File: src/rtl/scariv_pkg.sv
// Shared configuration and types for the ROB head tracker.
package scariv_pkg;

    localparam int CMT_ENTRY_SIZE = 8;
    localparam int DISP_SIZE      = 4;
    localparam int DONE_PORTS     = 3;
    localparam int CMT_ID_W       = $clog2(CMT_ENTRY_SIZE) + 1;

    // cmt_id: entry index in the low bits, lap (wrap) bit in the MSB
    typedef logic [CMT_ID_W-1:0]  cmt_id_t;
    typedef logic [DISP_SIZE-1:0] grp_id_t;

endpackage

File: src/rtl/rob_info_if.sv
// Head-entry status bundle published by the ROB head tracker.
interface rob_info_if #(
    parameter int CMT_ID_W  = 4,
    parameter int DISP_SIZE = 4
);
    logic [CMT_ID_W-1:0]  cmt_id;
    logic [DISP_SIZE-1:0] grp_id;
    logic [DISP_SIZE-1:0] done_grp_id;
    logic [DISP_SIZE-1:0] upd_pc_valid;
    logic [DISP_SIZE-1:0] except_valid;

    modport master (
        output cmt_id,
        output grp_id,
        output done_grp_id,
        output upd_pc_valid,
        output except_valid
    );

    modport slave (
        input cmt_id,
        input grp_id,
        input done_grp_id,
        input upd_pc_valid,
        input except_valid
    );
endinterface

File: src/rtl/scariv_rob_head_entry.sv
// One ROB slot: lane mask written at dispatch, done/upd_pc/except masks
// merged from every completion port. The full cmt_id (lap bit included) is
// kept so that a report carrying the same index but a different lap cannot
// touch the slot.
module scariv_rob_head_entry
    import scariv_pkg::*;
#(
    parameter int ID_W    = 4,
    parameter int GRP_W   = 4,
    parameter int N_PORTS = 3
) (
    input  logic             clk,
    input  logic             rst,
    input  logic             write,
    input  logic [ID_W-1:0]  write_cmt_id,
    input  logic [GRP_W-1:0] write_grp_valid,
    input  logic             commit,
    input  logic             flush,
    input  logic             done_valid  [N_PORTS],
    input  logic [ID_W-1:0]  done_cmt_id [N_PORTS],
    input  logic [GRP_W-1:0] done_grp_id [N_PORTS],
    input  logic             done_upd_pc [N_PORTS],
    input  logic             done_except [N_PORTS],
    output logic             valid,
    output logic [GRP_W-1:0] grp_valid,
    output logic [GRP_W-1:0] done_grp,
    output logic [GRP_W-1:0] upd_pc,
    output logic [GRP_W-1:0] except_grp
);

    logic [ID_W-1:0]  cmt_id;
    logic [GRP_W-1:0] hit_done;
    logic [GRP_W-1:0] hit_upd;
    logic [GRP_W-1:0] hit_exc;

    // OR together every completion aimed at this live slot this cycle
    always_comb begin
        hit_done = '0;
        hit_upd  = '0;
        hit_exc  = '0;
        for (int p = 0; p < N_PORTS; p++) begin
            if (done_valid[p] && valid && (done_cmt_id[p] == cmt_id)) begin
                hit_done = hit_done | done_grp_id[p];
                if (done_upd_pc[p]) hit_upd = hit_upd | done_grp_id[p];
                if (done_except[p]) hit_exc = hit_exc | done_grp_id[p];
            end
        end
    end

    // slot state: flush beats everything, a new dispatch clears the masks
    always_ff @(posedge clk or posedge rst) begin
        if (rst) begin
            valid      <= 1'b0;
            cmt_id     <= '0;
            grp_valid  <= '0;
            done_grp   <= '0;
            upd_pc     <= '0;
            except_grp <= '0;
        end else if (flush) begin
            valid <= 1'b0;
        end else begin
            if (commit) begin
                valid <= 1'b0;
            end
            if (write) begin
                valid      <= 1'b1;
                cmt_id     <= write_cmt_id;
                grp_valid  <= write_grp_valid;
                done_grp   <= '0;
                upd_pc     <= '0;
                except_grp <= '0;
            end else begin
                done_grp   <= done_grp | hit_done;
                upd_pc     <= upd_pc | hit_upd;
                except_grp <= except_grp | hit_exc;
            end
        end
    end

endmodule

File: src/rtl/scariv_rob_head_tracker.sv
// ROB head/tail tracking: allocates one entry per dispatched group, collects
// per-lane completions and commits the head once every lane is done. A
// committing head that carries a PC update or exception flushes the ROB.
module scariv_rob_head_tracker #(
    parameter int CMT_ENTRY_SIZE = scariv_pkg::CMT_ENTRY_SIZE,
    parameter int DISP_SIZE      = scariv_pkg::DISP_SIZE,
    parameter int DONE_PORTS     = scariv_pkg::DONE_PORTS
) (
    input  logic                              i_clk,
    input  logic                              i_reset,

    input  logic                              i_disp_valid,
    input  logic [DISP_SIZE-1:0]              i_disp_grp_valid,
    output logic                              o_disp_ready,
    output logic [$clog2(CMT_ENTRY_SIZE):0]   o_disp_cmt_id,

    input  logic                              i_done_valid  [DONE_PORTS],
    input  logic [$clog2(CMT_ENTRY_SIZE):0]   i_done_cmt_id [DONE_PORTS],
    input  logic [DISP_SIZE-1:0]              i_done_grp_id [DONE_PORTS],
    input  logic                              i_done_upd_pc [DONE_PORTS],
    input  logic                              i_done_except [DONE_PORTS],

    rob_info_if.master                        rob_info,

    output logic                              o_commit_valid,
    output logic [$clog2(CMT_ENTRY_SIZE):0]   o_commit_cmt_id,
    output logic [DISP_SIZE-1:0]              o_commit_grp_id,
    output logic                              o_commit_flush
);

    localparam int IDX_W = $clog2(CMT_ENTRY_SIZE);
    localparam int ID_W  = IDX_W + 1;

    logic [ID_W-1:0]      head;
    logic [ID_W-1:0]      tail;
    logic [ID_W-1:0]      head_inc;
    logic [ID_W-1:0]      tail_inc;
    logic                 full;
    logic                 disp_fire;

    logic                 ent_valid  [CMT_ENTRY_SIZE];
    logic [DISP_SIZE-1:0] ent_grp    [CMT_ENTRY_SIZE];
    logic [DISP_SIZE-1:0] ent_done   [CMT_ENTRY_SIZE];
    logic [DISP_SIZE-1:0] ent_upd    [CMT_ENTRY_SIZE];
    logic [DISP_SIZE-1:0] ent_exc    [CMT_ENTRY_SIZE];

    logic                 h_valid;
    logic [DISP_SIZE-1:0] h_grp;
    logic [DISP_SIZE-1:0] h_done;
    logic [DISP_SIZE-1:0] h_upd;
    logic [DISP_SIZE-1:0] h_exc;

    // pointer arithmetic wraps naturally at 2*CMT_ENTRY_SIZE, flipping the lap bit
    assign head_inc = head + ID_W'(1);
    assign tail_inc = tail + ID_W'(1);

    assign full = (head[IDX_W-1:0] == tail[IDX_W-1:0]) && (head[IDX_W] != tail[IDX_W]);

    // head slot view; every field reads as zero when the ROB is empty
    assign h_valid = ent_valid[head[IDX_W-1:0]];
    assign h_grp   = h_valid ? ent_grp[head[IDX_W-1:0]]  : '0;
    assign h_done  = h_valid ? ent_done[head[IDX_W-1:0]] : '0;
    assign h_upd   = h_valid ? ent_upd[head[IDX_W-1:0]]  : '0;
    assign h_exc   = h_valid ? ent_exc[head[IDX_W-1:0]]  : '0;

    assign o_commit_valid  = h_valid && (h_done == h_grp);
    assign o_commit_flush  = o_commit_valid && ((h_upd | h_exc) != '0);
    assign o_commit_cmt_id = head;
    assign o_commit_grp_id = h_grp;

    // readiness uses the registered full flag, so a same-cycle commit does
    // not free a slot for dispatch until the following cycle
    assign o_disp_ready  = !full && !o_commit_flush;
    assign o_disp_cmt_id = tail;
    assign disp_fire     = i_disp_valid && o_disp_ready;

    assign rob_info.cmt_id       = head;
    assign rob_info.grp_id       = h_grp;
    assign rob_info.done_grp_id  = h_done;
    assign rob_info.upd_pc_valid = h_upd;
    assign rob_info.except_valid = h_exc;

    // head advances on every commit; a flush leaves tail one past the old head,
    // which equals the new head, so the ROB comes out empty
    always_ff @(posedge i_clk or posedge i_reset) begin
        if (i_reset) begin
            head <= '0;
            tail <= '0;
        end else begin
            if (o_commit_valid) begin
                head <= head_inc;
            end
            if (o_commit_flush) begin
                tail <= head_inc;
            end else if (disp_fire) begin
                tail <= tail_inc;
            end
        end
    end

    for (genvar e = 0; e < CMT_ENTRY_SIZE; e++) begin : g_entry
        logic wr_sel;
        logic cm_sel;

        assign wr_sel = disp_fire && (tail[IDX_W-1:0] == IDX_W'(e));
        assign cm_sel = o_commit_valid && (head[IDX_W-1:0] == IDX_W'(e));

        scariv_rob_head_entry #(
            .ID_W    (ID_W),
            .GRP_W   (DISP_SIZE),
            .N_PORTS (DONE_PORTS)
        ) u_entry (
            .clk             (i_clk),
            .rst             (i_reset),
            .write           (wr_sel),
            .write_cmt_id    (tail),
            .write_grp_valid (i_disp_grp_valid),
            .commit          (cm_sel),
            .flush           (o_commit_flush),
            .done_valid      (i_done_valid),
            .done_cmt_id     (i_done_cmt_id),
            .done_grp_id     (i_done_grp_id),
            .done_upd_pc     (i_done_upd_pc),
            .done_except     (i_done_except),
            .valid           (ent_valid[e]),
            .grp_valid       (ent_grp[e]),
            .done_grp        (ent_done[e]),
            .upd_pc          (ent_upd[e]),
            .except_grp      (ent_exc[e])
        );
    end

endmodule

File: src/flat_wrapper.sv
// flat-port wrapper written by rule: the top's interface ports become plain ports
module scariv_rob_head_tracker_flat import scariv_pkg::*;
#(
    parameter int CMT_ENTRY_SIZE = scariv_pkg::CMT_ENTRY_SIZE,
    parameter int DISP_SIZE      = scariv_pkg::DISP_SIZE,
    parameter int DONE_PORTS     = scariv_pkg::DONE_PORTS
)
  (i_clk, i_reset, i_disp_valid, i_disp_grp_valid, o_disp_ready, o_disp_cmt_id, i_done_valid, i_done_cmt_id, i_done_grp_id, i_done_upd_pc, i_done_except, o_commit_valid, o_commit_cmt_id, o_commit_grp_id, o_commit_flush, rob_info_cmt_id, rob_info_grp_id, rob_info_done_grp_id, rob_info_upd_pc_valid, rob_info_except_valid);
  rob_info_if #(.CMT_ID_W(CMT_ID_W), .DISP_SIZE(DISP_SIZE)) rob_info_i ();
  input  logic i_clk;
  input  logic i_reset;
  input  logic i_disp_valid;
  input  logic [DISP_SIZE-1:0] i_disp_grp_valid;
  output logic o_disp_ready;
  output logic [$clog2(CMT_ENTRY_SIZE):0] o_disp_cmt_id;
  input  logic i_done_valid[DONE_PORTS];
  input  logic [$clog2(CMT_ENTRY_SIZE):0] i_done_cmt_id[DONE_PORTS];
  input  logic [DISP_SIZE-1:0] i_done_grp_id[DONE_PORTS];
  input  logic i_done_upd_pc[DONE_PORTS];
  input  logic i_done_except[DONE_PORTS];
  output logic o_commit_valid;
  output logic [$clog2(CMT_ENTRY_SIZE):0] o_commit_cmt_id;
  output logic [DISP_SIZE-1:0] o_commit_grp_id;
  output logic o_commit_flush;
  output wire logic [$bits(rob_info_i.cmt_id)-1:0] rob_info_cmt_id;
  output wire logic [$bits(rob_info_i.grp_id)-1:0] rob_info_grp_id;
  output wire logic [$bits(rob_info_i.done_grp_id)-1:0] rob_info_done_grp_id;
  output wire logic [$bits(rob_info_i.upd_pc_valid)-1:0] rob_info_upd_pc_valid;
  output wire logic [$bits(rob_info_i.except_valid)-1:0] rob_info_except_valid;
  assign rob_info_cmt_id = rob_info_i.cmt_id;
  assign rob_info_grp_id = rob_info_i.grp_id;
  assign rob_info_done_grp_id = rob_info_i.done_grp_id;
  assign rob_info_upd_pc_valid = rob_info_i.upd_pc_valid;
  assign rob_info_except_valid = rob_info_i.except_valid;
  scariv_rob_head_tracker #(.CMT_ENTRY_SIZE(CMT_ENTRY_SIZE), .DISP_SIZE(DISP_SIZE), .DONE_PORTS(DONE_PORTS)) u_core (.i_clk(i_clk), .i_reset(i_reset), .i_disp_valid(i_disp_valid), .i_disp_grp_valid(i_disp_grp_valid), .o_disp_ready(o_disp_ready), .o_disp_cmt_id(o_disp_cmt_id), .i_done_valid(i_done_valid), .i_done_cmt_id(i_done_cmt_id), .i_done_grp_id(i_done_grp_id), .i_done_upd_pc(i_done_upd_pc), .i_done_except(i_done_except), .rob_info(rob_info_i), .o_commit_valid(o_commit_valid), .o_commit_cmt_id(o_commit_cmt_id), .o_commit_grp_id(o_commit_grp_id), .o_commit_flush(o_commit_flush));
endmodule
File: config.mk
export PLATFORM = sky130hd
export DESIGN_NAME = scariv_rob_head_tracker_flat
export DESIGN_NICKNAME = d
export VERILOG_FILES = /design/src/rtl/scariv_pkg.sv /design/src/rtl/rob_info_if.sv /design/src/rtl/scariv_rob_head_entry.sv /design/src/rtl/scariv_rob_head_tracker.sv /design/src/flat_wrapper.sv
export SDC_FILE = /design/constraint.sdc
export NUM_CORES = 1
export LEC_CHECK = 0
export CAP_MARGIN = 5
export CORE_MARGIN = 2
export CORE_UTILIZATION = 60
export CTS_CLUSTER_DIAMETER = 50
export CTS_CLUSTER_SIZE = 24
export DETAILED_ROUTE_END_ITERATION = 12
export HOLD_SLACK_MARGIN = 0.06
export PLACE_DENSITY = 0.8
export RECOVER_POWER = 100
export SLEW_MARGIN = 20
export SYNTH_ARGS = -nofsm -noshare
export SYNTH_HDL_FRONTEND = slang
export SYNTH_HIERARCHICAL = 1
export SYNTH_SLANG_ARGS = --single-unit
File: constraint.sdc
create_clock -name i_clk -period 5.2 [get_ports i_clk]
set_input_delay 0.52 -clock i_clk [delete_from_list [all_inputs] [get_ports i_clk]]
set_output_delay 0.52 -clock i_clk [all_outputs]
set_load 0.01 [all_outputs]
Word-level counts from Yosys, hierarchy flattened
Index checks and enable logic that the tools add are counted.
Operators by class
  add/subtract/negate cells: 2
  $lt $le $gt $ge: 1
  eq/ne operators: 41
  muxes and demuxes: 175
  bitwise operators: 75
  reductions and logical operators: 91
Operators with widths (number)
  4-bit 2-to-1 mux: 144
  4-bit bitwise OR: 73
  4-bit == test: 25
  1-bit logical AND: 69
  4-bit binary-select mux with 3-bit select: 4
  1-bit 2-to-1 mux: 26
  3-bit == test (second input constant): 8
  3-bit nonzero test: 8
  2-bit AND reduction: 8
  3-bit by 2-bit == test with 1-bit output (second input constant): 4
  4-bit by 1-bit adder with 4-bit output (second input constant): 2
  3-bit by 1-bit == test with 1-bit output (second input constant): 2
  3-bit logical NOT: 2
  4-bit greater-or-equal comparator (second input constant): 1
  3-bit NOT with 4-bit output: 1
  4-bit nonzero test: 1
  1-bit binary-select mux with 3-bit select: 1
  3-bit == test: 1
  1-bit logical NOT: 2
  2-bit nonzero test: 1
  1-bit inequality test: 1
  1-bit NOT: 1
Storage, ports and cells
  bits in registers: 176
  bits of input ports: 40
  output and inout port bits: 35
  word-level logic and storage cells: 435

Longest topological paths before layout
  depth in word-level cells: 14
  mapped depth: 15
  gate-level depth less buffers: 12

Cells and area by module
Netlist, hierarchy kept.
Modules (own cells, without submodules)
  scariv_rob_head_entry at u_core.g_entry[1].u_entry ...: times used 7, cells an instance 115, area an instance 1196.1 um2, seq. area each 525.5 um2
  scariv_rob_head_tracker: times used 1, cells an instance 254, area an instance 2508.7 um2, seq. area each 200.2 um2
  scariv_rob_head_entry at u_core.g_entry[0].u_entry: times used 1, cells an instance 129, area an instance 1211.2 um2, seq. area each 525.5 um2

Worst setup path before layout
No wires, ideal clock.
  path type: register to register
  start: register u_core.head[0] (netlist: u_core/o_commit_cmt_id[0])
  end: register u_core.g_entry[0].u_entry.except_grp[3]
  setup time: 0.124 ns
  data arrival time: 3.968 ns
  data required time: 5.076 ns
  setup slack: 1.108 ns
  cell stages (with the launch flop): 15
  path buffers: 2
  clock period less this slack: 4.092 ns
  cell sequence: dfrtp_1 > buf_4 > mux4_2 > mux2i_1 > xnor2_1 > o21ai_0 > nor4_4 > nand2_4 > inv_1 > inv_1 > clkbuf_1 > and3_1 > a31oi_1 > nor2_1 > a211o_1
On the way
  longest elaborated chain between the ends: 13
  elaborated cells between the ends (all ways): 33
  those cells by class: eq/ne (2); mux (20); bitwise (2); reduce/logical (9)
RTL lines
  start, declared: RTL line scariv_rob_head_tracker.sv:34  | logic [ID_W-1:0] head;
  start signal, assigned: RTL line scariv_rob_head_tracker.sv:91  | head <= head_inc;
  3-bit NOT with 4-bit output (not written as such) (*)
  4-bit binary-select mux with 3-bit select (tied with other cells): RTL line scariv_rob_head_tracker.sv:62  | assign h_done = h_valid ? ent_done[head[IDX_W-1:0]] : '0;
  4-bit 2-to-1 mux (not written as such) (tied with other cells) (2 in series): RTL line scariv_rob_head_tracker.sv:62
  4-bit 2-to-1 mux, on equally long branches
  4-bit == test or 4-bit bitwise OR (tied branches): RTL line scariv_rob_head_tracker.sv:66, scariv_rob_head_tracker.sv:67
  1-bit logical AND or 4-bit nonzero test (tied branches): RTL line scariv_rob_head_tracker.sv:66, scariv_rob_head_tracker.sv:67
  1-bit logical AND (*): RTL line scariv_rob_head_tracker.sv:67  | assign o_commit_flush = o_commit_valid && ((h_upd | h_exc) != '0);
  named net o_commit_flush: RTL line flat_wrapper.sv:24  | output logic o_commit_flush;
  1-bit logical NOT: RTL line scariv_rob_head_tracker.sv:73  | assign o_disp_ready = !full && !o_commit_flush;
  1-bit logical AND: RTL line scariv_rob_head_tracker.sv:73
  1-bit logical AND: RTL line scariv_rob_head_tracker.sv:75  | assign disp_fire = i_disp_valid && o_disp_ready;
  1-bit logical AND: RTL line scariv_rob_head_tracker.sv:105  | assign wr_sel = disp_fire && (tail[IDX_W-1:0] == IDX_W'(e));
  4-bit 2-to-1 mux: RTL line scariv_rob_head_entry.sv:65  | if (write) begin
  end signal, assigned: RTL line scariv_rob_head_entry.sv:75  | except_grp <= except_grp | hit_exc;
  end, declared: RTL line scariv_rob_head_entry.sv:28  | output logic [GRP_W-1:0] except_grp
The timed path passes the listed nets; every way through them passes the cells marked *. The select of a mux whose other input is x is not followed.
A chain may end at the register's enable or synchronous reset.

Worst setup path after layout
  start: register u_core.head[2] (netlist: u_core/o_commit_cmt_id[2])
  end: register u_core.g_entry[2].u_entry.except_grp[0]
On the way
  longest elaborated chain between the ends: 13
  elaborated cells between the ends (all ways): 33
  those cells by class: eq/ne (2); mux (20); bitwise (2); reduce/logical (9)
RTL lines
  3-bit NOT with 4-bit output (not written as such)
  4-bit binary-select mux with 3-bit select (tied with other cells): RTL line scariv_rob_head_tracker.sv:62
  4-bit 2-to-1 mux (not written as such) (tied with other cells) (2 in series): RTL line scariv_rob_head_tracker.sv:62
  4-bit 2-to-1 mux, on equally long branches
  4-bit == test or 4-bit bitwise OR (tied branches): RTL line scariv_rob_head_tracker.sv:66, scariv_rob_head_tracker.sv:67
  1-bit logical AND or 4-bit nonzero test (tied branches): RTL line scariv_rob_head_tracker.sv:66, scariv_rob_head_tracker.sv:67
  1-bit logical AND: RTL line scariv_rob_head_tracker.sv:67
  1-bit logical NOT: RTL line scariv_rob_head_tracker.sv:73
  1-bit logical AND (*): RTL line scariv_rob_head_tracker.sv:73
  1-bit logical AND (*): RTL line scariv_rob_head_tracker.sv:75
  1-bit logical AND (*): RTL line scariv_rob_head_tracker.sv:105
  named net u_core.g_entry[2].wr_sel: RTL line scariv_rob_head_tracker.sv:102  | logic wr_sel;
  4-bit 2-to-1 mux (*): RTL line scariv_rob_head_entry.sv:65
  end signal, assigned: RTL line scariv_rob_head_entry.sv:75
  end, declared: RTL line scariv_rob_head_entry.sv:28
Marked as above.

==> impl_metrics.csv <==
group,metric,value,unit
power,leakagePower,5.59,nW
synthesis,synth_common_cells,"176 x dfrtp_1, 131 x nand2_1, 91 x xor2_1, 62 x nand3_1, 60 x o211ai_1",
synthesis,async_flop_share,100,%
synthesis,synth_nets,1240,
floorplanning,initial_core_util,61.7,%
timing,hold_viol,0,
layout,syn2layout_area_growth,10.9,%
routing,drtPass1Iterations,7,
routing,ant_nets,0,
clock_network,post_cts_resized,0,
routing,wl_per_cell,28.2,µm
synthesis,synth-simple-area-share,20.1,%
timing,setup_violations,0,
synthesis,ys.flop_type,"dfrtp_1",
layout,diodes,0,
worst_hold_path,hp-class,"register to register",
floorplanning,rows,51,
global_routing,grt_pass1_wl,65.5,mm
synthesis,syn_avg_cell_area,10.2,µm²
global_routing,grt_pass1_vias,11000,
setup_path,criticalPathCategory,"register to register",
place,gp_congestion,1.03,
layout,post-route-util,68.4,%
outcome,status,"finished, final reports clean",
clock_network,cts_setup_buffers,0,
floorplanning,die_area,21300,µm²
floorplanning,die_y,146,µm
power,p_int,4.55,mW
timing,slew_violations,0,
synthesis,netlist.top_cell.by_area,"dfrtp_1",
power,peakVddDrop,0.371,mV
setup_path,crit_family,"simple AND/OR/NAND/NOR gates",
clock_network,clk_transition_reported_paths,70,ps
synthesis,yosysMostFrequentCell,"dfrtp_1",
timing,finalCritPeriodShare,92.4,%
synthesis,synth-edff-count,0,
layout,nets,1288,
place,dp_hpwl,29.3,mm
clock_network,numCtsBuffers,17,
routing,first_iter_violations,2051,
global_routing,globalRouteTotalUtil,40.1,%
timing,rsz0062_at_grt,"no",
routing,drc,0,
setup_path,r2r_slack,400,ps
floorplanning,fp.dieW,146,µm
global_routing,grt.overflow.total,0,
timing,period_needed,4800,ps
timing,max_slew_margin,18.4,%
routing,via_per_inst,7.51,
synthesis,syn_area,12100,µm²
setup_path,crit_buf_inv,2,
clock_network,clockBufferDepth,2,
power,fin_total_pwr,8.21,mW
setup_path,cp_slowest_stage_delay,590,ps
global_routing,grt_max_degree,58,
synthesis,synth_fa_ha_area_share,1.24,%
place,io_buffers,74,
power,clkPwrFrac,15.3,%
synthesis,synth_compound_gate_area_share,15.4,%
setup_path,worstPathArrival,5160,ps
floorplanning,coreArea,19600,µm²
timing,tightest_slew,1220,ps
power,swShare,44.5,%
synthesis,synth_top_area_share,36.4,%
routing,route.vias.total,11400,
synthesis,yosysWarnings,6,
clock_network,cts-root-buf,"clkbuf_16",
synthesis,synth_seq_cells,176,
synthesis,synthMuxAreaShare,13.4,%
synthesis,synth_xor_xnor_area_share,9.34,%
synthesis,synth_top_family_by_area,"simple AND/OR/NAND/NOR gates",
clock_network,cts.htree.levels,4,
routing,wl,42.6,mm
power,p_per_area,612,nW/µm²
power,seq_power_share,34.5,%
floorplanning,ios,75,
clock_network,cts_sinks,176,
clock_network,clock_latency,440,ps
setup_path,crit_path_max_fanout,19,
setup_path,endpoint_kind,"register",
clock_network,cts_hold_repair.buffers,0,
timing,setup_tns,0,ps
synthesis,synth.distinct_cells,65,
timing,fmaxAchievable,0.208,GHz
power,power.share.combinational,50.2,%
global_routing,antenna_found_initial,0,
timing,finalClockSkew,14.1,ps
setup_path,crit_slowest_cell,"dfrtp_2",
power,p_sw,3.66,mW
synthesis,syn_inst,1188,
layout,drive_gt1_share,16.7,%
clock_network,cts_tree,"done",
job,max_cap_viol_count,0,
setup_path,required,5550,ps
setup_path,cp-start-kind,"register",
synthesis,seq_area_frac_synth,36.4,%
setup_path,worstPathCellList,"inv_2 -> mux4_2 -> nor2_1 -> a21oi_1 -> nor4_4 -> clkbuf_1 -> a21oi_2 -> and3_1 -> nor3b_1 -> and4_1 -> nand2_1 -> o211ai_1",
synthesis,synthTopCellsByArea,"dfrtp_1 36%, mux4_2 7.4%, xor2_1 6.6%",
## power groups by stage
| stage | Combinational [mW] | Sequential, mW | Clock [mW] |
|---|---|---|---|
| 2_1_floorplan | 3.09 | 2.45 | 0 |
| 3_3_place_gp | 4.00 | 2.79 | 0 |
| 3_5_place_dp | 4.11 | 2.81 | 0 |
| 4_1_cts | 4.14 | 2.80 | 1.26 |
| 5_1_grt | 4.39 | 2.88 | 1.31 |
| 6_report | 4.12 | 2.83 | 1.25 |
## stage by stage
stage                     instances  setup slack [ps]  hold slack, ps  area, µm²
after floorplan                1188              1110             336      12100
after global placement         1482              1020             499      12900
after detailed placement       1482               835             505      12900
after CTS                      1514               670             523      13500
after global routing           1514               228             534      13400
final                          1514               396             522      13400
## logic make-up after synthesis
| logic type | count (synthesis) |
|---|---|
| DFF | 176 |
| and+or+nand+nor | 407 |
| buffers and inverters | 91 |
| adders and majority gates | 12 |
| xor gates and xnor gates | 129 |
| AOI/OAI and AO/OA | 269 |
| muxes | 104 |
## area by class of cell
class                      instances  area [µm²]
inverter                          25        93.8
multi-input combinational        921        7140
sequential                       176        4410
tap                              265         332
timing repair buffer              95         880
fill                            1544        6180
clock inverter                    14         125
clock buffer                      18         429
## sequential cells by signal, summed over array words and instances (netlist names)
register / count
u_core/g_entry.u_entry/cmt_id: 32
u_core/o_commit_cmt_id: 4
u_core/g_entry.u_entry/done_grp: 32
u_core/g_entry.u_entry/except_grp: 32
u_core/g_entry.u_entry/valid: 8
u_core/o_disp_cmt_id: 4
u_core/g_entry.u_entry/upd_pc: 32
u_core/g_entry.u_entry/grp_valid: 32
## layout by cell type (no fill, tap or decap), types with 9 or more instances in the layout
cell type        synthesis  routed
inv_1                   24      23
nor4_1                   9       9
and4_1                  10      10
dfrtp_1                176     173
buf_4                   11      17
xor2_1                  91      91
clkbuf_16                0      17
nor3_1                  20      20
and3_4                  15      15
and3_1                  24      27
a22oi_1                 23      23
xnor2_1                 38      38
a32o_1                  28      28
ha_1                    12      12
nor2_1                  38      39
mux4_2                  40      40
dlygate4sd3_1            0      28
a21oi_1                 30      30
a31oi_1                 29      29
and4b_1                 14      14
and4_2                  14      14
o21ai_0                 50      64
nand3_1                 62      62
o211ai_1                60      60
mux2_2                  57      56
and3_2                  14      11
nand2_1                131     132
clkdlybuf4s50_1          0      45
## routing by layer
layer  vias up  part of all wire (%)  wire [µm]  GRT usage, %
met5         -                     0          0             0
met4         0                   7.0       2970          23.7
met3       238                    14       6030          10.5
met2      1107                    43      18100          58.9
met1      5422                    36      15500          53.6
li1       4603                     -          -             -
## worst register-to-register path: stages, from the launching register on
cell and delay (ps):
dfrtp_2 590, inv_2 420, mux4_2 580, nor2_1 110, a21oi_1 120, nor4_4 340
clkbuf_1 530, a21oi_2 230, and3_1 310, nor3b_1 530, and4_1 510, nand2_1 220
o211ai_1 250
## path summary, 6_finish.rpt
path	start	endpoint	cells after the start
max	u_core/o_commit_cmt_id[2]	u_core/g_entry[2].u_entry/except_grp[0]	12
max reg2reg	u_core/o_commit_cmt_id[2]	u_core/g_entry[2].u_entry/except_grp[0]	12
min	u_core/g_entry[2].u_entry/done_grp[0]	u_core/g_entry[2].u_entry/done_grp[0]	2
max in group asynchronous	i_reset	u_core/g_entry[1].u_entry/grp_valid[1]	2
min in group asynchronous	i_reset	u_core/o_commit_cmt_id[1]	2
min reg2reg	u_core/g_entry[2].u_entry/done_grp[0]	u_core/g_entry[2].u_entry/done_grp[0]	2
Note: power is estimated with default switching activity, not from simulation.
